--- src/rtl/wrapper_pkg.sv ---
// Shared wrapper definitions: opcode constants and the instruction decoder used
// by both the WIR and the wrapper data-register path.
package wrapper_pkg;

  localparam int IR_WIDTH_DEFAULT = 3;

  localparam int unsigned WS_BYPASS = 0;
  localparam int unsigned WS_EXTEST = 1;
  localparam int unsigned WS_INTEST = 2;
  localparam int unsigned WS_SAMPLE = 3;

  typedef enum logic [1:0] {
    OP_BYPASS,
    OP_EXTEST,
    OP_INTEST,
    OP_SAMPLE
  } ws_op_e;

  // Any code outside the defined set falls back to bypass so an unknown
  // instruction never disturbs the functional path.
  function automatic ws_op_e ws_decode(input int unsigned code);
    case (code)
      WS_EXTEST: return OP_EXTEST;
      WS_INTEST: return OP_INTEST;
      WS_SAMPLE: return OP_SAMPLE;
      default:   return OP_BYPASS;
    endcase
  endfunction

endpackage

--- src/rtl/wrapper_data_path_wbr_cell.sv ---
// One wrapper boundary register cell: shift-stage flop, update-stage flop and
// the functional/test output mux.
module wbr_cell (
  input  logic clk,
  input  logic rst_n,
  input  logic cap_en,
  input  logic shf_en,
  input  logic upd_en,
  input  logic test_mode,
  input  logic cfi,
  input  logic si,
  output logic shr_q,
  output logic cfo
);

  logic upd_q;

  // Shift stage: capture has priority; enables are already qualified upstream.
  always_ff @(posedge clk or negedge rst_n) begin
    if (!rst_n)      shr_q <= 1'b0;
    else if (cap_en) shr_q <= cfi;
    else if (shf_en) shr_q <= si;
  end

  // Update stage samples the pre-edge shift value.
  always_ff @(posedge clk or negedge rst_n) begin
    if (!rst_n)      upd_q <= 1'b0;
    else if (upd_en) upd_q <= shr_q;
  end

  // Functional output follows the update stage only in test mode.
  always_comb cfo = test_mode ? upd_q : cfi;

endmodule

--- src/rtl/wrapper_data_path.sv ---
// Wrapper data-register path: WBY bypass bit, NCELLS-cell WBR and the WSO mux.
module wrapper_data_path
  import wrapper_pkg::*;
#(
  parameter int NCELLS   = 8,
  parameter int IR_WIDTH = IR_WIDTH_DEFAULT
) (
  input  logic                WRCK,
  input  logic                WRSTN,
  input  logic                WSI,
  input  logic                SelectWIR,
  input  logic                CaptureWR,
  input  logic                ShiftWR,
  input  logic                UpdateWR,
  input  logic [IR_WIDTH-1:0] wir_instr,
  input  logic                wir_so,
  input  logic [NCELLS-1:0]   cfi,
  output logic [NCELLS-1:0]   cfo,
  output logic                WSO,
  output logic                wbr_active,
  output logic                test_mode
);

  ws_op_e            op;
  logic              wbr_sel, byp_sel;
  logic              cap_en, shf_en, upd_en;
  logic [NCELLS-1:0] shr, si;
  logic              wby;

  // Decode is purely combinational so an instruction change takes effect at once.
  always_comb begin
    op         = ws_decode(32'(wir_instr));
    wbr_active = (op != OP_BYPASS);
    test_mode  = (op == OP_EXTEST) || (op == OP_INTEST);
    wbr_sel    = !SelectWIR && wbr_active;
    byp_sel    = !SelectWIR && !wbr_active;
    cap_en     = wbr_sel && CaptureWR;
    shf_en     = wbr_sel && ShiftWR && !CaptureWR;
    upd_en     = wbr_sel && UpdateWR;
  end

  // WSI enters the top cell; cell 0 is the exit toward WSO.
  assign si = {WSI, shr[NCELLS-1:1]};

  for (genvar g = 0; g < NCELLS; g++) begin : g_cell
    wbr_cell u_cell (
      .clk      (WRCK),
      .rst_n    (WRSTN),
      .cap_en   (cap_en),
      .shf_en   (shf_en),
      .upd_en   (upd_en),
      .test_mode(test_mode),
      .cfi      (cfi[g]),
      .si       (si[g]),
      .shr_q    (shr[g]),
      .cfo      (cfo[g])
    );
  end

  // Bypass bit: capture clears it, shift loads WSI.
  always_ff @(posedge WRCK or negedge WRSTN) begin
    if (!WRSTN)                    wby <= 1'b0;
    else if (byp_sel && CaptureWR) wby <= 1'b0;
    else if (byp_sel && ShiftWR)   wby <= WSI;
  end

  // Serial output source follows the active path combinationally.
  always_comb begin
    if (SelectWIR)       WSO = wir_so;
    else if (wbr_active) WSO = shr[0];
    else                 WSO = wby;
  end

endmodule

--- config.mk ---
export PLATFORM = sky130hd
export DESIGN_NAME = wrapper_data_path
export DESIGN_NICKNAME = d
export VERILOG_FILES = /design/src/rtl/wrapper_pkg.sv /design/src/rtl/wrapper_data_path_wbr_cell.sv /design/src/rtl/wrapper_data_path.sv
export SDC_FILE = /design/constraint.sdc
export NUM_CORES = 1
export LEC_CHECK = 0
export ABC_CLOCK_PERIOD_IN_PS = 1500
export CAP_MARGIN = 20
export CORE_MARGIN = 10
export CORE_UTILIZATION = 25
export DETAILED_ROUTE_END_ITERATION = 10
export PLACE_DENSITY = 0.57
export SLEW_MARGIN = 20
export SYNTH_ARGS = -nofsm -noshare
export SYNTH_HDL_FRONTEND = slang
export SYNTH_SLANG_ARGS = --single-unit
--- constraint.sdc ---
create_clock -name WRCK -period 1.5 [get_ports WRCK]
set_input_delay 0.15 -clock WRCK [delete_from_list [all_inputs] [get_ports WRCK]]
set_output_delay 0.15 -clock WRCK [all_outputs]
set_load 0.005 [all_outputs]
==> out/metrics.cfg, run 1 <==
[place]
port-buffer-count=29
place_congestion=0.777
pre_cts_slack_ns=-0.584
dp_hpwl_mm=1.88
place_inst=155
placed_cell_area_um2=1460

[final_layout]
fillCellCount=380
diodes=0
final_area_um2=1550
multiInputGateArea_um2=603
finalNonFillerCells=162
layout-drive-gt1-share_pct=50.0
regArea_um2=425
syn_to_final_growth_pct=44.3
finalNetCount=133

[clock_network]
cts_tree=done
worstSkewPairLatency_ns=0.25
clock_sinks=17
clkTransAtPathRegs_ns=0.06
cts_buffers=3
clk_path_buf_depth=2
cts_hold_buf=0
cts_max_level=1
root_buffer=clkbuf_8

[global_route]
grtUsageMet3_pct=2.65
grt_usage_pct=7.00
grt_overflow=0
grt_pass1_wl_mm=4.22
grt_max_degree=18
gr-usage-met1_pct=8.66
first_global_vias=826
antenna_found_initial=0
use_met2_pct=11.4
busiest_layer=met2

[hold_path]
hold_path_class=in -> async

[timing]
rsz0062_at_grt=true
tightestPinTransition_ns=0.269
max_slew_margin_pct=82.1
post-route-period-util_pct=99.3
fin_ws_ns=0.00996
skew_ns=0.000908
slew_viol_final=0
fmax_mhz=671
hold_viol_final=0
setup_viol=0
fin_crit_ns=1.49

[setup_path]
cp_max_fo=5
reg2reg_depth=2
crit_required_ns=1.35
r2r_start=g_cell[5].u_cell.shr_q
critical_path_class=in -> out
r2r_end=g_cell[4].u_cell.shr_q
rrSetupSlack_ns=0.44
end_kind=output port
start_kind=primary input
critPathArrivalTime_ns=1.34

[route]
routed_via_density=4.40
drt_iter0_drc=38
routed-via-count=713
final_antenna_net_count=0
routed_wl_mm=2.49
wl_per_cell_um=15.4
route.detailed.drc=0
drt-pass1-iter-count=4

[die]
die_area_um2=7320
die_h_um=85.5
start_util_pct=26.3
core-area_um2=4090
ios=30
rows=23
die_x_um=85.5

[power]
p_leak_uw=0.000697
power_density_nw_per_um2=1250
ir_worst_vdd_mv=0.891

[run_status]
status=completed

[synth]
ys_ff_latch=17
syn_area_um2=1070
synthCells=78
yosysUniqueCellTypes=20
yosys_warnings=0
yosysSeqAreaShare_pct=39.6
synthesis.nets=98
avgSynthCellArea_um2=13.8

[run]
cap_violations=0

-- state kept, by name (all words and copies together), names as in the netlist --
name	cells
g_cell.u_cell.shr_q	8
wby	1
g_cell.u_cell.upd_q	8
-- repair_timing --
| item | CTS | global route |
|---|---|---|
| setup buffers | 3 | 0 |
| endpoints found under the setup margin | 27 | 13 |
| gates cloned | 0 | 0 |
| pin swaps | 2 | 1 |
| resized for setup | 47 | 7 |
-- cell families (layout without fill, tap and decap cells) --
| group | after synthesis | count (layout) | synth area share (%) |
|---|---|---|---|
| multiplexers | 33 | 33 | 40.1 |
| AO/OA/AOI/OAI | 4 | 4 | 2.68 |
| adder cells (fa/ha/maj) | 1 | 1 | 1.17 |
| AND/OR/NAND/NOR | 11 | 11 | 8.04 |
| buffers and inverters | 12 | 46 | 8.39 |
| flip-flops | 17 | 17 | 39.6 |
-- synthesized netlist by cell type --
| cell type | instances | area (um^2) |
|---|---|---|
| mux2_2 | 8 | 90.1 |
| or4_1 | 1 | 7.51 |
| nor3b_4 | 2 | 37.5 |
| mux2i_1 | 1 | 10.0 |
| ha_1 | 1 | 12.5 |
| clkbuf_1 | 1 | 3.75 |
| inv_1 | 1 | 3.75 |
| buf_4 | 8 | 60.1 |
| nor4b_1 | 1 | 8.76 |
| nand2_1 | 3 | 11.3 |
| dfrtp_1 | 17 | 425 |
| o21ai_0 | 2 | 10.0 |
| buf_6 | 2 | 22.5 |
| mux2_4 | 16 | 240 |
| nand2b_1 | 2 | 12.5 |
| mux2_1 | 8 | 90.1 |
| o21ba_2 | 1 | 10.0 |
| nand3_1 | 1 | 5.00 |
| a31o_1 | 1 | 8.76 |
| nor2_1 | 1 | 3.75 |
-- cell usage in the layout, fill, tap and decap left out --
master / synthesis / layout
clkdlybuf4s15_1: 0 / 2
dfrtp_1: 17 / 17
mux2_2: 8 / 6
inv_1: 1 / 1
buf_12: 0 / 3
clkdlybuf4s15_2: 0 / 1
nand2_1: 3 / 3
mux2_1: 8 / 7
ha_4: 0 / 1
mux2_4: 16 / 19
nor2_1: 1 / 1
nor4b_2: 0 / 1
or4_1: 1 / 1
buf_2: 0 / 3
clkbuf_8: 0 / 3
a31o_1: 1 / 1
clkbuf_1: 1 / 1
nand3_1: 1 / 1
mux2i_1: 1 / 1
o21ba_2: 1 / 1
buf_4: 8 / 8
buf_6: 2 / 6
nor3b_4: 2 / 2
clkdlybuf4s50_1: 0 / 14
nand2b_4: 0 / 2
o21ai_0: 2 / 2
dlygate4sd2_1: 0 / 4
-- where the power goes --
group	switching (uW)	internal, uW
Sequential	146	667
Clock	149	188
Combinational	211	569
Total	506	1420
-- layout make-up --
type | count | area share [%]
Inverter | 1 | 0.242
Timing Repair Buffer | 41 | 26.4
Multi-Input combinational cell | 49 | 38.9
Tap cell | 50 | 4.04
Clock buffer | 4 | 2.91
Sequential cell | 17 | 27.5
-- layer usage --
metal	share of wire, %	wire [um]
met3	5.0	125
met2	50	1260
met1	44	1110
met4	0	0
met5	0	0
-- critical path, cell delays in order --
cell             delay [ns]
clkdlybuf4s15_2        0.19
nand2b_4               0.14
ha_4                   0.28
buf_12                 0.12
mux2_2                 0.34
buf_6                  0.12
-- worst max-delay path by stage --
stage | start | endpoint | slack, ns | depth (start not counted)
2_1_floorplan | wir_instr[2] | g_cell[0].u_cell.shr_q | -0.05 | 5
3_3_place_gp | wir_instr[0] | cfo[2] | -0.57 | 5
3_5_place_dp | wir_instr[0] | cfo[2] | -0.58 | 5
4_1_cts | wir_instr[0] | cfo[2] | 0.003 | 6
5_1_grt | wir_instr[2] | cfo[2] | -0.02 | 6
6_report | wir_instr[2] | cfo[0] | 0.01 | 6
-- stage by stage --
| step | TNS (ns) | hold slack (ns) | total power [uW] | utilization, % |
|---|---|---|---|---|
| after floorplan | -0.360 | -0.146 | 1350 | - |
| after global placement | -11.18 | 0.486 | 1580 | 35.8 |
| after detailed placement | -11.67 | 0.491 | 1590 | 35.8 |
| after CTS | 0 | 0.219 | 1910 | 37.1 |
| after global routing | -0.0842 | 0.250 | 2050 | 37.9 |
| final | 0 | 0.218 | 1930 | 37.9 |
(Power assumes the default switching activity.)
==> run 2: changes to the inputs <==
--- a/config.mk
+++ b/config.mk
@@ -8,9 +8,9 @@
 export ABC_CLOCK_PERIOD_IN_PS = 1500
 export CAP_MARGIN = 20
 export CORE_MARGIN = 10
-export CORE_UTILIZATION = 25
+export CORE_UTILIZATION = 35
 export DETAILED_ROUTE_END_ITERATION = 10
-export PLACE_DENSITY = 0.57
+export PLACE_DENSITY = 0.72
 export SLEW_MARGIN = 20
 export SYNTH_ARGS = -nofsm -noshare
 export SYNTH_HDL_FRONTEND = slang
==> out/metrics.cfg, run 2 (synthesis gave the netlist of run 1 again) <==
[run_status]
status=completed

[final_layout]
top_regs=g_cell.u_cell.shr_q: 8 flops, g_cell.u_cell.upd_q: 8 flops, wby: 1 flops
mostFrequentLayoutCells=mux2_4, dfrtp_1, clkdlybuf4s50_1
finalNetCount=134  ; +0.75%
finalNonFillerCells=146  ; -9.9%
diodes=0  ; unchanged
syn_to_final_growth_pct=41.6
final_area_um2=1520  ; -1.9%
layout_commonest_cell=mux2_4
layout-drive-gt1-share_pct=54.9  ; +4.9 points

[clock_network]
worstSkewPairLatency_ns=0.29  ; +0.04 ns
cts_buffers=3  ; unchanged
clk_path_buf_depth=2  ; unchanged
clkTransAtPathRegs_ns=0.10  ; +0.04 ns
clock_sinks=17  ; unchanged
cts_tree=done
root_buffer=clkbuf_4
cts_max_level=1  ; unchanged

[setup_path]
cp_max_fo=8  ; +3
end_kind=flop
rrSetupSlack_ns=0.44  ; about the same
critical_path_class=in -> reg
start_kind=primary input
crit_required_ns=1.69  ; +0.34 ns
critPathArrivalTime_ns=1.66  ; +0.32 ns

[run]
cap_violations=0  ; unchanged

[timing]
fmax_mhz=681  ; +1.4%
rsz0062_at_grt=false
tightestPinTransition_ns=0.237  ; -0.0327 ns
max_slew_margin_pct=84.0  ; +2.0 points
slew_viol_final=0  ; unchanged
fin_tns_setup_ns=0  ; unchanged
post-route-period-util_pct=97.9  ; -1.4 points
setup_viol=0  ; unchanged
fin_crit_ns=1.47  ; -0.0209 ns
skew_ns=0.00566  ; +0.00475 ns
hold_viol_final=0  ; unchanged

[power]
ir_worst_vdd_mv=0.482  ; -46%
power_density_nw_per_um2=1230  ; -1.6%
p_leak_uw=0.000702  ; +0.76%

[die]
die_h_um=75.4  ; -12%
die_x_um=75.4  ; -12%
start_util_pct=35.8  ; +9.5 points
ios=30  ; unchanged
die_area_um2=5680  ; -22%
core-area_um2=3000  ; -27%
rows=20  ; -13%

[route]
route.detailed.drc=0  ; unchanged
routed-via-count=722  ; +1.3%
drt_iter0_drc=44  ; +16%
wl_per_cell_um=17.7  ; +15%
drt-pass1-iter-count=4  ; unchanged
routed_wl_mm=2.59  ; +4.0%
routed_via_density=4.95  ; +12%
final_antenna_net_count=0  ; unchanged

[place]
place_congestion=0.786  ; +1.1%
placed_cell_area_um2=1460  ; -0.60%
place_inst=138  ; -11%
port-buffer-count=29  ; unchanged
dp_hpwl_mm=1.81  ; -3.9%

[global_route]
grt_overflow=0  ; unchanged
antenna_found_initial=0  ; unchanged
grt_usage_pct=9.76  ; +2.8 points
grt_max_degree=18  ; unchanged
first_global_vias=847  ; +2.5%
grt_pass1_wl_mm=4.26  ; +0.99%

[hold_path]
hold_path_class=in -> async

[run 2: final timing paths]
path / to / from / cells past startpoint
worst min-delay path: g_cell[2].u_cell.upd_q / WRSTN / 2
worst max register to register: g_cell[0].u_cell.shr_q / g_cell[1].u_cell.shr_q / 2
min in group WRCK: wby / wir_instr[2] / 5
max in group asynchronous: g_cell[3].u_cell.shr_q / WRSTN / 2
worst max-delay path: g_cell[2].u_cell.shr_q / SelectWIR / 6
worst min register to register: g_cell[4].u_cell.upd_q / g_cell[4].u_cell.upd_q / 1
[run 2: report_power, final]
group | switching, uW | internal (uW)
registers | 142 | 665
logic | 219 | 590
clock network | 145 | 103
total | 506 | 1360
[run 2: routing by layer]
layer | GRT usage, % | vias to the layer above | wire [um] | part of all wire [%]
met5 | 0 | - | 0 | 0
met4 | 1.24 | 0 | 0 | 0
met3 | 4.43 | 0 | 223 | 8.6
met2 | 16.8 | 22 | 1320 | 51
met1 | 11.1 | 359 | 1050 | 40
li1 | - | 341 | - | -
[run 2: area by class of cell]
cell class                      count  area (um^2)
Clock buffer                        4         26.3
Fill cell                         268         1480
Inverter                            1         3.75
Multi-Input combinational cell     49          619
Sequential cell                    17          425
Tap cell                           33         41.3
Timing Repair Buffer               42          404
[run 2: worst max-delay path, stage by stage]
cell and delay, ns:
clkdlybuf4s50_1 0.42, buf_6 0.14, nor3b_4 0.21, buf_12 0.17, mux2_1 0.32, mux2_4 0.25
[run 2: stage by stage]
step | power [uW] | utilization (%) | worst slack, ns | hold slack [ns]
3_3_place_gp | 1570 | 48.5 | -0.542 | 0.479
2_1_floorplan | 1350 | - | -0.0482 | -0.146
5_1_grt | 2000 | 50.6 | 0.00258 | 0.185
4_1_cts | 1830 | 49.8 | 0.00154 | 0.176
3_5_place_dp | 1590 | 48.5 | -0.558 | 0.492
6_report | 1870 | 50.6 | 0.0309 | 0.176
[run 2: timing repair]
action / CTS / global route
cloned: 0 / 0
setup buffers: 4 / 0
hold buffers: 0 / 0
endpoints found under the setup margin: 27 / 15
pin swaps: 2 / 2
gates resized for setup: 44 / 10
endpoints found under the hold margin: 0 / 0
==> run 3: changes to the inputs <==
--- a/config.mk
+++ b/config.mk
@@ -10,7 +10,7 @@
 export CORE_MARGIN = 10
 export CORE_UTILIZATION = 35
 export DETAILED_ROUTE_END_ITERATION = 10
-export PLACE_DENSITY = 0.72
+export PLACE_DENSITY = 0.7
 export SLEW_MARGIN = 20
 export SYNTH_ARGS = -nofsm -noshare
 export SYNTH_HDL_FRONTEND = slang
==> out/metrics.cfg, run 3 (synthesis gave the netlist of run 1 again) <==
[run_status]
status=completed

[timing]
tightestPinTransition_ns=0.237  ; +0.000116 ns
rsz0062_at_grt=false
fin_ws_ns=0.0751  ; +0.0441 ns
slew_viol_final=0  ; unchanged
fin_crit_ns=1.42  ; -0.0441 ns
hold_viol_final=0  ; unchanged
max_slew_margin_pct=84.2  ; +0.19 points
holdWs_ns=0.177  ; +0.00136 ns
setup_viol=0  ; unchanged
skew_ns=0.00946  ; +0.00380 ns
fmax_mhz=702  ; +3.1%
post-route-period-util_pct=95.0  ; -2.9 points

[route]
wl_per_cell_um=16.7  ; -6.1%
drt_iter0_drc=19  ; -57%
routed_via_density=4.73  ; -4.4%
route.detailed.drc=0  ; unchanged
routed-via-count=690  ; -4.4%
final_antenna_net_count=0  ; unchanged
drt-pass1-iter-count=3  ; -1
routed_wl_mm=2.43  ; -6.1%

[power]
ir_worst_vdd_mv=0.390  ; -19%
power_density_nw_per_um2=1200  ; -1.8%
p_leak_uw=0.000706  ; +0.61%

[clock_network]
cts_tree=done
cts_hold_buf=0  ; unchanged
clock_sinks=17  ; unchanged
worstSkewPairLatency_ns=0.29  ; about the same
cts_max_level=1  ; unchanged
cts_buffers=3  ; unchanged
clkTransAtPathRegs_ns=0.10  ; about the same
clk_path_buf_depth=2  ; unchanged
root_buffer=clkbuf_4

[die]
die_x_um=75.4  ; unchanged
die_h_um=75.4  ; unchanged
die_area_um2=5680  ; unchanged
ios=30  ; unchanged
core-area_um2=3000  ; unchanged
start_util_pct=35.8  ; unchanged
rows=20  ; unchanged

[final_layout]
syn_to_final_growth_pct=40.1
diodes=0  ; unchanged
final_util_pct=50.1  ; -0.54 points
finalNetCount=134  ; unchanged
top_regs=g_cell.u_cell.shr_q: 8 flops, g_cell.u_cell.upd_q: 8 flops, wby: 1 flops
layout-drive-gt1-share_pct=53.1  ; -1.8 points
fillCellCount=268  ; unchanged
mostFrequentLayoutCells=mux2_4, dfrtp_1, clkdlybuf4s50_1
layout_commonest_cell=mux2_4
finalNonFillerCells=146  ; unchanged

[setup_path]
start_kind=primary input
cp_max_fo=4  ; -4
end_kind=output port
crit_required_ns=1.35  ; -0.34 ns
critPathArrivalTime_ns=1.27  ; -0.39 ns
reg2reg_depth=2  ; unchanged
critical_path_class=in -> out

[global_route]
grt_usage_pct=8.63  ; -1.1 points
grt_pass1_wl_mm=3.82  ; -11%
antenna_found_initial=0  ; unchanged
first_global_vias=787  ; -7.1%
grt_max_degree=18  ; unchanged
grt_overflow=0  ; unchanged

[place]
place_inst=139  ; +0.72%
dp_hpwl_mm=1.89  ; +4.5%
port-buffer-count=29  ; unchanged
pre_cts_slack_ns=-0.578  ; -0.0196 ns
place_congestion=0.701  ; -11%

[hold_path]
hold_path_class=in -> async

[run]
cap_violations=0  ; unchanged

-- run 3: through the flow --
step	power (uW)	instance area, um^2	TNS (ns)
5_1_grt	1930	1500	0
3_5_place_dp	1600	1460	-13.01
6_report	1810	1500	0
4_1_cts	1820	1490	0
3_3_place_gp	1570	1460	-12.10
2_1_floorplan	1350	1100	-0.360
-- run 3: worst max-delay path: stages --
cell and delay [ns]:
buf_2 0.11, nand2b_4 0.14, ha_4 0.29, buf_6 0.12, mux2_2 0.33, buf_6 0.12
-- run 3: final timing paths --
kind	start	to	slack, ns
max	wir_instr[2]	cfo[7]	0.08
min reg2reg	g_cell[7].u_cell.upd_q	g_cell[7].u_cell.upd_q	0.52
max in group asynchronous	WRSTN	g_cell[0].u_cell.upd_q	1.13
max reg2reg	g_cell[6].u_cell.shr_q	g_cell[5].u_cell.shr_q	0.42
min in group WRCK	CaptureWR	wby	0.33
min	WRSTN	wby	0.18
-- run 3: layout make-up --
class / count / area, um^2 / area share, %
timing repair buffer: 42 / 403 / 26.8
sequential: 17 / 425 / 28.3
inverter: 1 / 3.75 / 0.250
tap: 33 / 41.3 / 2.75
multi-input combinational: 49 / 603 / 40.1
clock buffer: 3 / 22.5 / 1.50
clock inverter: 1 / 5.00 / 0.333
-- run 3: per-layer routing --
metal	part of all wire [%]	up-vias	wire (um)	global-route usage [%]
li1	-	341	-	-
met1	41	328	1000	9.65
met2	48	21	1160	14.4
met3	11	0	271	4.56
met4	0	0	0	1.65
met5	0	-	0	0
-- run 3: what timing repair did --
item	in CTS	in global routing
resized for setup	42	12
setup buffers	3	0
pin swaps	1	1
setup endpoints to repair	27	17
-- run 3: where the power goes --
part	total [uW]	internal, uW	switching, uW	leakage, uW
sequential	808	665	143	0.000209
combinational	765	554	211	0.000480
clock	238	99.1	139	0.0000177
total	1810	1320	493	0.000706
